File: src/rtl/otter_operand_stage_if.sv
// Bundle of the operand stage's decode, register-file, forwarding and ID/EX signals.
// The stage itself uses the slave view; the surrounding pipeline uses the master view.
interface otter_operand_stage_if #(
  parameter int XLEN    = 32,
  parameter int RADDR_W = 5,
  parameter int CNT_W   = 16
);
  logic               id_valid;
  logic [XLEN-1:0]    id_pc;
  logic [RADDR_W-1:0] id_rs1;
  logic [RADDR_W-1:0] id_rs2;
  logic               id_uses_rs1;
  logic               id_uses_rs2;
  logic [RADDR_W-1:0] id_rd;
  logic               id_regwrite;
  logic               id_is_load;
  logic [RADDR_W-1:0] rf_read1;
  logic [RADDR_W-1:0] rf_read2;
  logic [XLEN-1:0]    rf_data1;
  logic [XLEN-1:0]    rf_data2;
  logic [RADDR_W-1:0] mem_rd;
  logic               mem_regwrite;
  logic               mem_is_load;
  logic [XLEN-1:0]    mem_result;
  logic [RADDR_W-1:0] wb_rd;
  logic               wb_regwrite;
  logic [XLEN-1:0]    wb_data;
  logic               ex_ready;
  logic               flush;
  logic               id_stall;
  logic               ex_valid;
  logic [XLEN-1:0]    ex_pc;
  logic [XLEN-1:0]    ex_op1;
  logic [XLEN-1:0]    ex_op2;
  logic [RADDR_W-1:0] ex_rd;
  logic               ex_regwrite;
  logic               ex_is_load;
  logic [CNT_W-1:0]   stall_cnt;

  modport master (
    output id_valid, id_pc, id_rs1, id_rs2, id_uses_rs1, id_uses_rs2, id_rd,
           id_regwrite, id_is_load, rf_data1, rf_data2, mem_rd, mem_regwrite,
           mem_is_load, mem_result, wb_rd, wb_regwrite, wb_data, ex_ready, flush,
    input  rf_read1, rf_read2, id_stall, ex_valid, ex_pc, ex_op1, ex_op2, ex_rd,
           ex_regwrite, ex_is_load, stall_cnt
  );

  modport slave (
    input  id_valid, id_pc, id_rs1, id_rs2, id_uses_rs1, id_uses_rs2, id_rd,
           id_regwrite, id_is_load, rf_data1, rf_data2, mem_rd, mem_regwrite,
           mem_is_load, mem_result, wb_rd, wb_regwrite, wb_data, ex_ready, flush,
    output rf_read1, rf_read2, id_stall, ex_valid, ex_pc, ex_op1, ex_op2, ex_rd,
           ex_regwrite, ex_is_load, stall_cnt
  );
endinterface

File: src/rtl/otter_operand_stage.sv
// OTTER decode-side operand stage: RF addressing, MEM/WB forwarding, load-use
// hazard bubbles and the ID/EX pipeline register.
module otter_operand_stage #(
  parameter int XLEN    = 32,
  parameter int RADDR_W = 5,
  parameter int CNT_W   = 16
) (
  input logic            clock,
  input logic            reset,
  otter_operand_stage_if.slave bus
);

  logic               ex_valid_reg;
  logic [XLEN-1:0]    ex_pc_reg;
  logic [XLEN-1:0]    ex_op1_reg;
  logic [XLEN-1:0]    ex_op2_reg;
  logic [RADDR_W-1:0] ex_rd_reg;
  logic               ex_regwrite_reg;
  logic               ex_is_load_reg;
  logic [CNT_W-1:0]   stall_cnt_reg;

  logic [RADDR_W-1:0] src     [2];
  logic [XLEN-1:0]    rf_data [2];
  logic               uses    [2];
  logic [XLEN-1:0]    op_next [2];
  logic [1:0]         src_hz;
  logic               hz;
  logic               ex_busy;

  assign src[0]     = bus.id_rs1;
  assign src[1]     = bus.id_rs2;
  assign rf_data[0] = bus.rf_data1;
  assign rf_data[1] = bus.rf_data2;
  assign uses[0]    = bus.id_uses_rs1;
  assign uses[1]    = bus.id_uses_rs2;

  genvar gi;
  generate
    for (gi = 0; gi < 2; gi++) begin : g_src
      logic src_zero;
      logic mem_hit;
      logic wb_hit;
      logic ex_load_hit;

      assign src_zero    = (src[gi] == '0);
      assign mem_hit     = bus.mem_regwrite && (bus.mem_rd == src[gi]);
      assign wb_hit      = bus.wb_regwrite && (bus.wb_rd == src[gi]);
      assign ex_load_hit = ex_valid_reg && ex_regwrite_reg && ex_is_load_reg &&
                           (ex_rd_reg == src[gi]);

      // MEM is younger than WB, so its value shadows a WB match on the same register.
      assign op_next[gi] = src_zero ? '0 :
                           mem_hit  ? bus.mem_result :
                           wb_hit   ? bus.wb_data :
                                      rf_data[gi];

      // A load's data is unavailable while it sits in EX or MEM.
      assign src_hz[gi] = uses[gi] && !src_zero &&
                          (ex_load_hit || (mem_hit && bus.mem_is_load));
    end
  endgenerate

  assign hz      = bus.id_valid && (|src_hz);
  assign ex_busy = ex_valid_reg && !bus.ex_ready;

  assign bus.rf_read1 = bus.id_rs1;
  assign bus.rf_read2 = bus.id_rs2;
  assign bus.id_stall = bus.id_valid && (hz || ex_busy) && !bus.flush;

  always_ff @(posedge clock or posedge reset) begin
    if (reset) begin
      ex_valid_reg    <= 1'b0;
      ex_pc_reg       <= '0;
      ex_op1_reg      <= '0;
      ex_op2_reg      <= '0;
      ex_rd_reg       <= '0;
      ex_regwrite_reg <= 1'b0;
      ex_is_load_reg  <= 1'b0;
      stall_cnt_reg   <= '0;
    end else if (bus.flush) begin
      ex_valid_reg    <= 1'b0;
      ex_regwrite_reg <= 1'b0;
    end else if (ex_busy) begin
      ex_valid_reg    <= ex_valid_reg;
    end else if (hz) begin
      ex_valid_reg    <= 1'b0;
      ex_regwrite_reg <= 1'b0;
      if (stall_cnt_reg != '1) begin
        stall_cnt_reg <= stall_cnt_reg + 1'b1;
      end
    end else begin
      ex_valid_reg    <= bus.id_valid;
      ex_pc_reg       <= bus.id_pc;
      ex_op1_reg      <= op_next[0];
      ex_op2_reg      <= op_next[1];
      ex_rd_reg       <= bus.id_rd;
      ex_regwrite_reg <= bus.id_regwrite && bus.id_valid;
      ex_is_load_reg  <= bus.id_is_load;
    end
  end

  assign bus.ex_valid    = ex_valid_reg;
  assign bus.ex_pc       = ex_pc_reg;
  assign bus.ex_op1      = ex_op1_reg;
  assign bus.ex_op2      = ex_op2_reg;
  assign bus.ex_rd       = ex_rd_reg;
  assign bus.ex_regwrite = ex_regwrite_reg;
  assign bus.ex_is_load  = ex_is_load_reg;
  assign bus.stall_cnt   = stall_cnt_reg;

endmodule

File: src/flat_wrapper.sv
// flat-port wrapper written by rule: the top's interface ports become plain ports
module otter_operand_stage_flat 
#(
  parameter int XLEN    = 32,
  parameter int RADDR_W = 5,
  parameter int CNT_W   = 16
)
  (clock, reset, bus_id_valid, bus_id_pc, bus_id_rs1, bus_id_rs2, bus_id_uses_rs1, bus_id_uses_rs2, bus_id_rd, bus_id_regwrite, bus_id_is_load, bus_rf_data1, bus_rf_data2, bus_mem_rd, bus_mem_regwrite, bus_mem_is_load, bus_mem_result, bus_wb_rd, bus_wb_regwrite, bus_wb_data, bus_ex_ready, bus_flush, bus_rf_read1, bus_rf_read2, bus_id_stall, bus_ex_valid, bus_ex_pc, bus_ex_op1, bus_ex_op2, bus_ex_rd, bus_ex_regwrite, bus_ex_is_load, bus_stall_cnt);
  otter_operand_stage_if #(.XLEN(XLEN), .RADDR_W(RADDR_W), .CNT_W(CNT_W)) bus_i ();
  input logic clock;
  input logic reset;
  input wire logic [$bits(bus_i.id_valid)-1:0] bus_id_valid;
  input wire logic [$bits(bus_i.id_pc)-1:0] bus_id_pc;
  input wire logic [$bits(bus_i.id_rs1)-1:0] bus_id_rs1;
  input wire logic [$bits(bus_i.id_rs2)-1:0] bus_id_rs2;
  input wire logic [$bits(bus_i.id_uses_rs1)-1:0] bus_id_uses_rs1;
  input wire logic [$bits(bus_i.id_uses_rs2)-1:0] bus_id_uses_rs2;
  input wire logic [$bits(bus_i.id_rd)-1:0] bus_id_rd;
  input wire logic [$bits(bus_i.id_regwrite)-1:0] bus_id_regwrite;
  input wire logic [$bits(bus_i.id_is_load)-1:0] bus_id_is_load;
  input wire logic [$bits(bus_i.rf_data1)-1:0] bus_rf_data1;
  input wire logic [$bits(bus_i.rf_data2)-1:0] bus_rf_data2;
  input wire logic [$bits(bus_i.mem_rd)-1:0] bus_mem_rd;
  input wire logic [$bits(bus_i.mem_regwrite)-1:0] bus_mem_regwrite;
  input wire logic [$bits(bus_i.mem_is_load)-1:0] bus_mem_is_load;
  input wire logic [$bits(bus_i.mem_result)-1:0] bus_mem_result;
  input wire logic [$bits(bus_i.wb_rd)-1:0] bus_wb_rd;
  input wire logic [$bits(bus_i.wb_regwrite)-1:0] bus_wb_regwrite;
  input wire logic [$bits(bus_i.wb_data)-1:0] bus_wb_data;
  input wire logic [$bits(bus_i.ex_ready)-1:0] bus_ex_ready;
  input wire logic [$bits(bus_i.flush)-1:0] bus_flush;
  output wire logic [$bits(bus_i.rf_read1)-1:0] bus_rf_read1;
  output wire logic [$bits(bus_i.rf_read2)-1:0] bus_rf_read2;
  output wire logic [$bits(bus_i.id_stall)-1:0] bus_id_stall;
  output wire logic [$bits(bus_i.ex_valid)-1:0] bus_ex_valid;
  output wire logic [$bits(bus_i.ex_pc)-1:0] bus_ex_pc;
  output wire logic [$bits(bus_i.ex_op1)-1:0] bus_ex_op1;
  output wire logic [$bits(bus_i.ex_op2)-1:0] bus_ex_op2;
  output wire logic [$bits(bus_i.ex_rd)-1:0] bus_ex_rd;
  output wire logic [$bits(bus_i.ex_regwrite)-1:0] bus_ex_regwrite;
  output wire logic [$bits(bus_i.ex_is_load)-1:0] bus_ex_is_load;
  output wire logic [$bits(bus_i.stall_cnt)-1:0] bus_stall_cnt;
  assign bus_i.id_valid = bus_id_valid;
  assign bus_i.id_pc = bus_id_pc;
  assign bus_i.id_rs1 = bus_id_rs1;
  assign bus_i.id_rs2 = bus_id_rs2;
  assign bus_i.id_uses_rs1 = bus_id_uses_rs1;
  assign bus_i.id_uses_rs2 = bus_id_uses_rs2;
  assign bus_i.id_rd = bus_id_rd;
  assign bus_i.id_regwrite = bus_id_regwrite;
  assign bus_i.id_is_load = bus_id_is_load;
  assign bus_i.rf_data1 = bus_rf_data1;
  assign bus_i.rf_data2 = bus_rf_data2;
  assign bus_i.mem_rd = bus_mem_rd;
  assign bus_i.mem_regwrite = bus_mem_regwrite;
  assign bus_i.mem_is_load = bus_mem_is_load;
  assign bus_i.mem_result = bus_mem_result;
  assign bus_i.wb_rd = bus_wb_rd;
  assign bus_i.wb_regwrite = bus_wb_regwrite;
  assign bus_i.wb_data = bus_wb_data;
  assign bus_i.ex_ready = bus_ex_ready;
  assign bus_i.flush = bus_flush;
  assign bus_rf_read1 = bus_i.rf_read1;
  assign bus_rf_read2 = bus_i.rf_read2;
  assign bus_id_stall = bus_i.id_stall;
  assign bus_ex_valid = bus_i.ex_valid;
  assign bus_ex_pc = bus_i.ex_pc;
  assign bus_ex_op1 = bus_i.ex_op1;
  assign bus_ex_op2 = bus_i.ex_op2;
  assign bus_ex_rd = bus_i.ex_rd;
  assign bus_ex_regwrite = bus_i.ex_regwrite;
  assign bus_ex_is_load = bus_i.ex_is_load;
  assign bus_stall_cnt = bus_i.stall_cnt;
  otter_operand_stage #(.XLEN(XLEN), .RADDR_W(RADDR_W), .CNT_W(CNT_W)) u_core (.clock(clock), .reset(reset), .bus(bus_i));
endmodule
File: config.mk
export PLATFORM = sky130hd
export DESIGN_NAME = otter_operand_stage_flat
export DESIGN_NICKNAME = d
export VERILOG_FILES = /design/src/rtl/otter_operand_stage_if.sv /design/src/rtl/otter_operand_stage.sv /design/src/flat_wrapper.sv
export SDC_FILE = /design/constraint.sdc
export NUM_CORES = 1
export LEC_CHECK = 0
export CELL_PAD_IN_SITES_DETAIL_PLACEMENT = 1
export CELL_PAD_IN_SITES_GLOBAL_PLACEMENT = 2
export CORE_ASPECT_RATIO = 0.9
export CORE_UTILIZATION = 25
export DETAILED_ROUTE_END_ITERATION = 10
export GPL_ROUTABILITY_DRIVEN = 0
export HOLD_SLACK_MARGIN = 0.12
export PLACE_DENSITY_LB_ADDON = 0.1
export SYNTH_ARGS = -nofsm -noshare
export SYNTH_HDL_FRONTEND = slang
export SYNTH_SLANG_ARGS = --single-unit
File: constraint.sdc
create_clock -name clock -period 4.4 [get_ports clock]
set_input_delay 0.88 -clock clock [delete_from_list [all_inputs] [get_ports clock]]
set_output_delay 0.88 -clock clock [all_outputs]
set_load 0.02 [all_outputs]
==> qor_table.md <==
| Quantity | This run |
|:---|:---|
| Transition at the pin with the smallest max-transition slack | 1.04 ns |
| Post-route DRC | 0 |
| Period utilisation layout | 95.4% |
| Initial DRT Pass Iterations | 4 |
| Clock Skews | 0.0108 ns |
| YS warnings | 0 |
| Worst VDD drop | 173 uV |
| Clock share of power | 36.0% |
| Launch point of the worst reg-to-reg path | u_core.bus.ex_rd[3]$_DFFE_PP0P_ |
| Total power divided by cell area | 346 nW/um^2 |
| Number of fillers in the final layout | 2,911 |
| Clock slew seen by the registers of the worst setup and hold paths | 0.07 ns |
| Number of gates resized after cts | 0 |
| Hold buffers post-CTS | 0 |
| R2r worst-path depth | 8 |
| Signal arrival time at the worst endpoint | 3.32 ns |
| Hold depth | 1 |
| Number of synthesized register bits | 120 |
| Critical path required time | 3.52 ns |
| Hpwl dp | 18,800 um |
| Unrepaired setup endpoints after global routing | false |
| Commonest cells after routing, fill and taps aside | clkdlybuf4s50_1 (327), dfrtp_1 (120), mux2_4 (80) |
| Average cell area after synthesis | 12.0 um^2 |
| Total track usage | 18.3% |
| Commonest non-fill, non-tap cell in the layout | clkdlybuf4s50_1 |
| Antenna diodes | 0 |
| Post-layout nets | 1,091 |
| Master of the slowest instance on the critical path | clkdlybuf4s50_1 |
| Total Power | 0.00383 W |
| PortBufs | 327 |
| Initial Util | 25.7% |
| Die X | 178 um |
| # H-tree levels | 4 |
| Worst Path Buf+Inv | 2 |
| Fmax achieved | 238 MHz |
| Critical path endpoint category | output pin |
| Number of setup violations in the final report | 0 |
| Detail-routed net length per standard cell | 20.7 um |
| Drt total wl | 26,000 um |
| Sort of element at the start of the critical path | input port |
| Cell type with the highest aggregate area in the netlist | dfrtp_1 |
| Boundary pin count | 328 |
| Setup slack on the worst flop-to-flop path | 1.72 ns |
| Max Fanout on Critical Path | 5 |
| Largest delay share family, worst path | buffers and inverters |
| First-pass GRT wire length | 39,500 um |
| Synthesized instance count | 583 |
| Count of standard-cell rows | 57 |
| Iter 0 DRT Violations | 196 |
| Detail-routed via count per cell | 4.67 |
| Class of the worst hold path | flip-flop to flip-flop |
| Detail Route Antenna Nets | 0 |
| Hold path endpoint | u_core.bus.stall_cnt[9]$_DFFE_PP0P_ |
| Area of the die | 28,700 um^2 |
| Cells along the critical path | clkdlybuf4s50_1 > xor2_1 > nor3_1 > nand4_1 > a21oi_2 > nor3_1 > nor3_1 > clkdlybuf4s50_1 |
| Synth top area share | 42.9% |
| Proportion of total power due to net switching | 30.2% |
| Vias post-DR | 5,885 |
| Worst Min Path Start | u_core.bus.stall_cnt[9]$_DFFE_PP0P_ |
| Setup_tns | 0 ns |
| Int Power | 0.00267 W |
| Clock root buffer | clkbuf_16 |
| Maximum number of pins on one net before global-route repair | 78 |
| Netlist Area Pre-Place | 7000 um^2 |
| Worst setup timing slack at the placement stage | 0.207 ns |
| Sequential power share | 34.9% |
| Number of slew-limit violations in the final report | 0 |
| Clock latency of the later-clocked register in the worst-skew pair | 0.42 ns |
| Setup ws final | 0.200 ns |
| Total gr overflow | 0 |
| Setup bufs post-CTS | 0 |
| Floorplan core area | 27,200 um^2 |
| Number of distinct standard cells referenced by the synthesized netlist | 36 |
| Clock tree sinks | 120 |
| Final count of hold timing violations | 0 |
| Relative slew margins | 30.8% |
| Number of buffers inserted during clock tree synthesis | 17 |
| # Max-Cap Violations | 0 |
| Most prevalent standard cell on the critical path | nor3_1 |
| Fraction of layout cells with a size suffix above 1 | 17.4% |
| Outcome | complete, no violations |
| Clock tree from TritonCTS | built |
| Min cycle time layout | 4.20 ns |
| Critical path class | input port to output pin |
| Switching component of the power | 0.00116 W |
| Number of antenna violations at the first check in global routing | 2 |
| Via count of the first global-routing pass | 6,578 |
| Static leakage | 4.46 nW |
| R2r endpoint | u_core.bus.ex_op2[27]$_DFFE_PP0P_ |
| Total nets after synthesis | 781 |
| Number of buffers on the longest clock path | 2 |
| Share of power burned in combinational logic | 29.1% |
| Critical Path Max Stage Delay | 0.70 ns |
| Main area contributors after synthesis | dfrtp_1 (43%), mux2_4 (17%), mux2i_1 (9.2%) |
| Die extent in y | 161 um |
| Share of the yosys chip area belonging to registers | 42.9% |
| Layout Area Growth over Synthesis | 58.3% |
-- power groups by stage --
stage	sequential (W)	combinational, W	clock, W
detailed placement	0.00135	0.00113	0
CTS	0.00134	0.00113	0.00144
global placement	0.00135	0.00112	0
finish	0.00134	0.00111	0.00138
global route	0.00136	0.00119	0.00148
floorplan	0.00151	0.000380	0
-- final cells by class --
type	count	area [um^2]	area share, %
Multi-Input combinational cell	410	3620	32.7
Clock inverter	14	141	1.28
Timing Repair Buffer	342	3420	30.9
Sequential cell	120	3000	27.1
Inverter	2	10.0	0.0904
Clock buffer	18	429	3.88
Tap cell	354	443	4.00
-- per-stage QoR --
stage | hold WS (ns) | std cells | area (um^2) | utilization [%]
6_report | 0.498 | 1260 | 11100 | 40.6
5_1_grt | 0.524 | 1260 | 11100 | 40.6
4_1_cts | 0.504 | 1260 | 11100 | 40.6
3_5_place_dp | 0.490 | 1228 | 10500 | 38.6
3_3_place_gp | 0.485 | 1228 | 10500 | 38.6
2_1_floorplan | 0.594 | 583 | 7000 | -
-- synth_stat cells (all sizes together) --
master	count
ha	1
xnor2	21
buf	28
nand2	5
nor2	4
a211oi	1
inv	2
o211ai	9
mux2i	64
and3	11
xor2	24
o2111ai	5
a2111oi	1
dfrtp	120
clkbuf	23
a21oi	67
o21ai	65
a31oi	1
nor4	4
nand3	6
nor3	6
and2	1
nand4	2
and4	3
mux2	103
nor2b	2
or3	2
o31ai	1
nand2b	1
-- logic make-up (layout without fill, tap and decap cells) --
logic type	count (synthesis)	in the layout	synth area share [%]
AO/OA/AOI/OAI	150	150	12.0
flip-flops	120	120	42.9
buffers and inverters	53	376	5.44
multiplexers	167	167	30.0
AND/OR/NAND/NOR	47	47	3.77
adder cells (fa/ha/maj)	1	1	0.179
XOR/XNOR	45	45	5.63
-- layer usage --
metal	track usage, %	routed length (um)
met1	23.1	11400
met4	3.58	165
met2	29.5	12100
met5	0	27
met3	7.10	2400
-- how the worst max path moves through the flow --
stage	slack, ns	to	start	cells past startpoint
after floorplan	0.33	u_core.bus.ex_is_load$_DFFE_PP0P_	reset	1
after global placement	0.25	bus_id_stall	bus_id_rs2[0]	8
after detailed placement	0.21	bus_id_stall	bus_id_rs2[0]	8
after CTS	0.19	bus_id_stall	bus_id_rs2[0]	8
after global routing	0.007	bus_id_stall	bus_id_rs2[0]	8
final	0.20	bus_id_stall	bus_id_rs2[0]	8
Note: power is estimated with default switching activity, not from simulation.
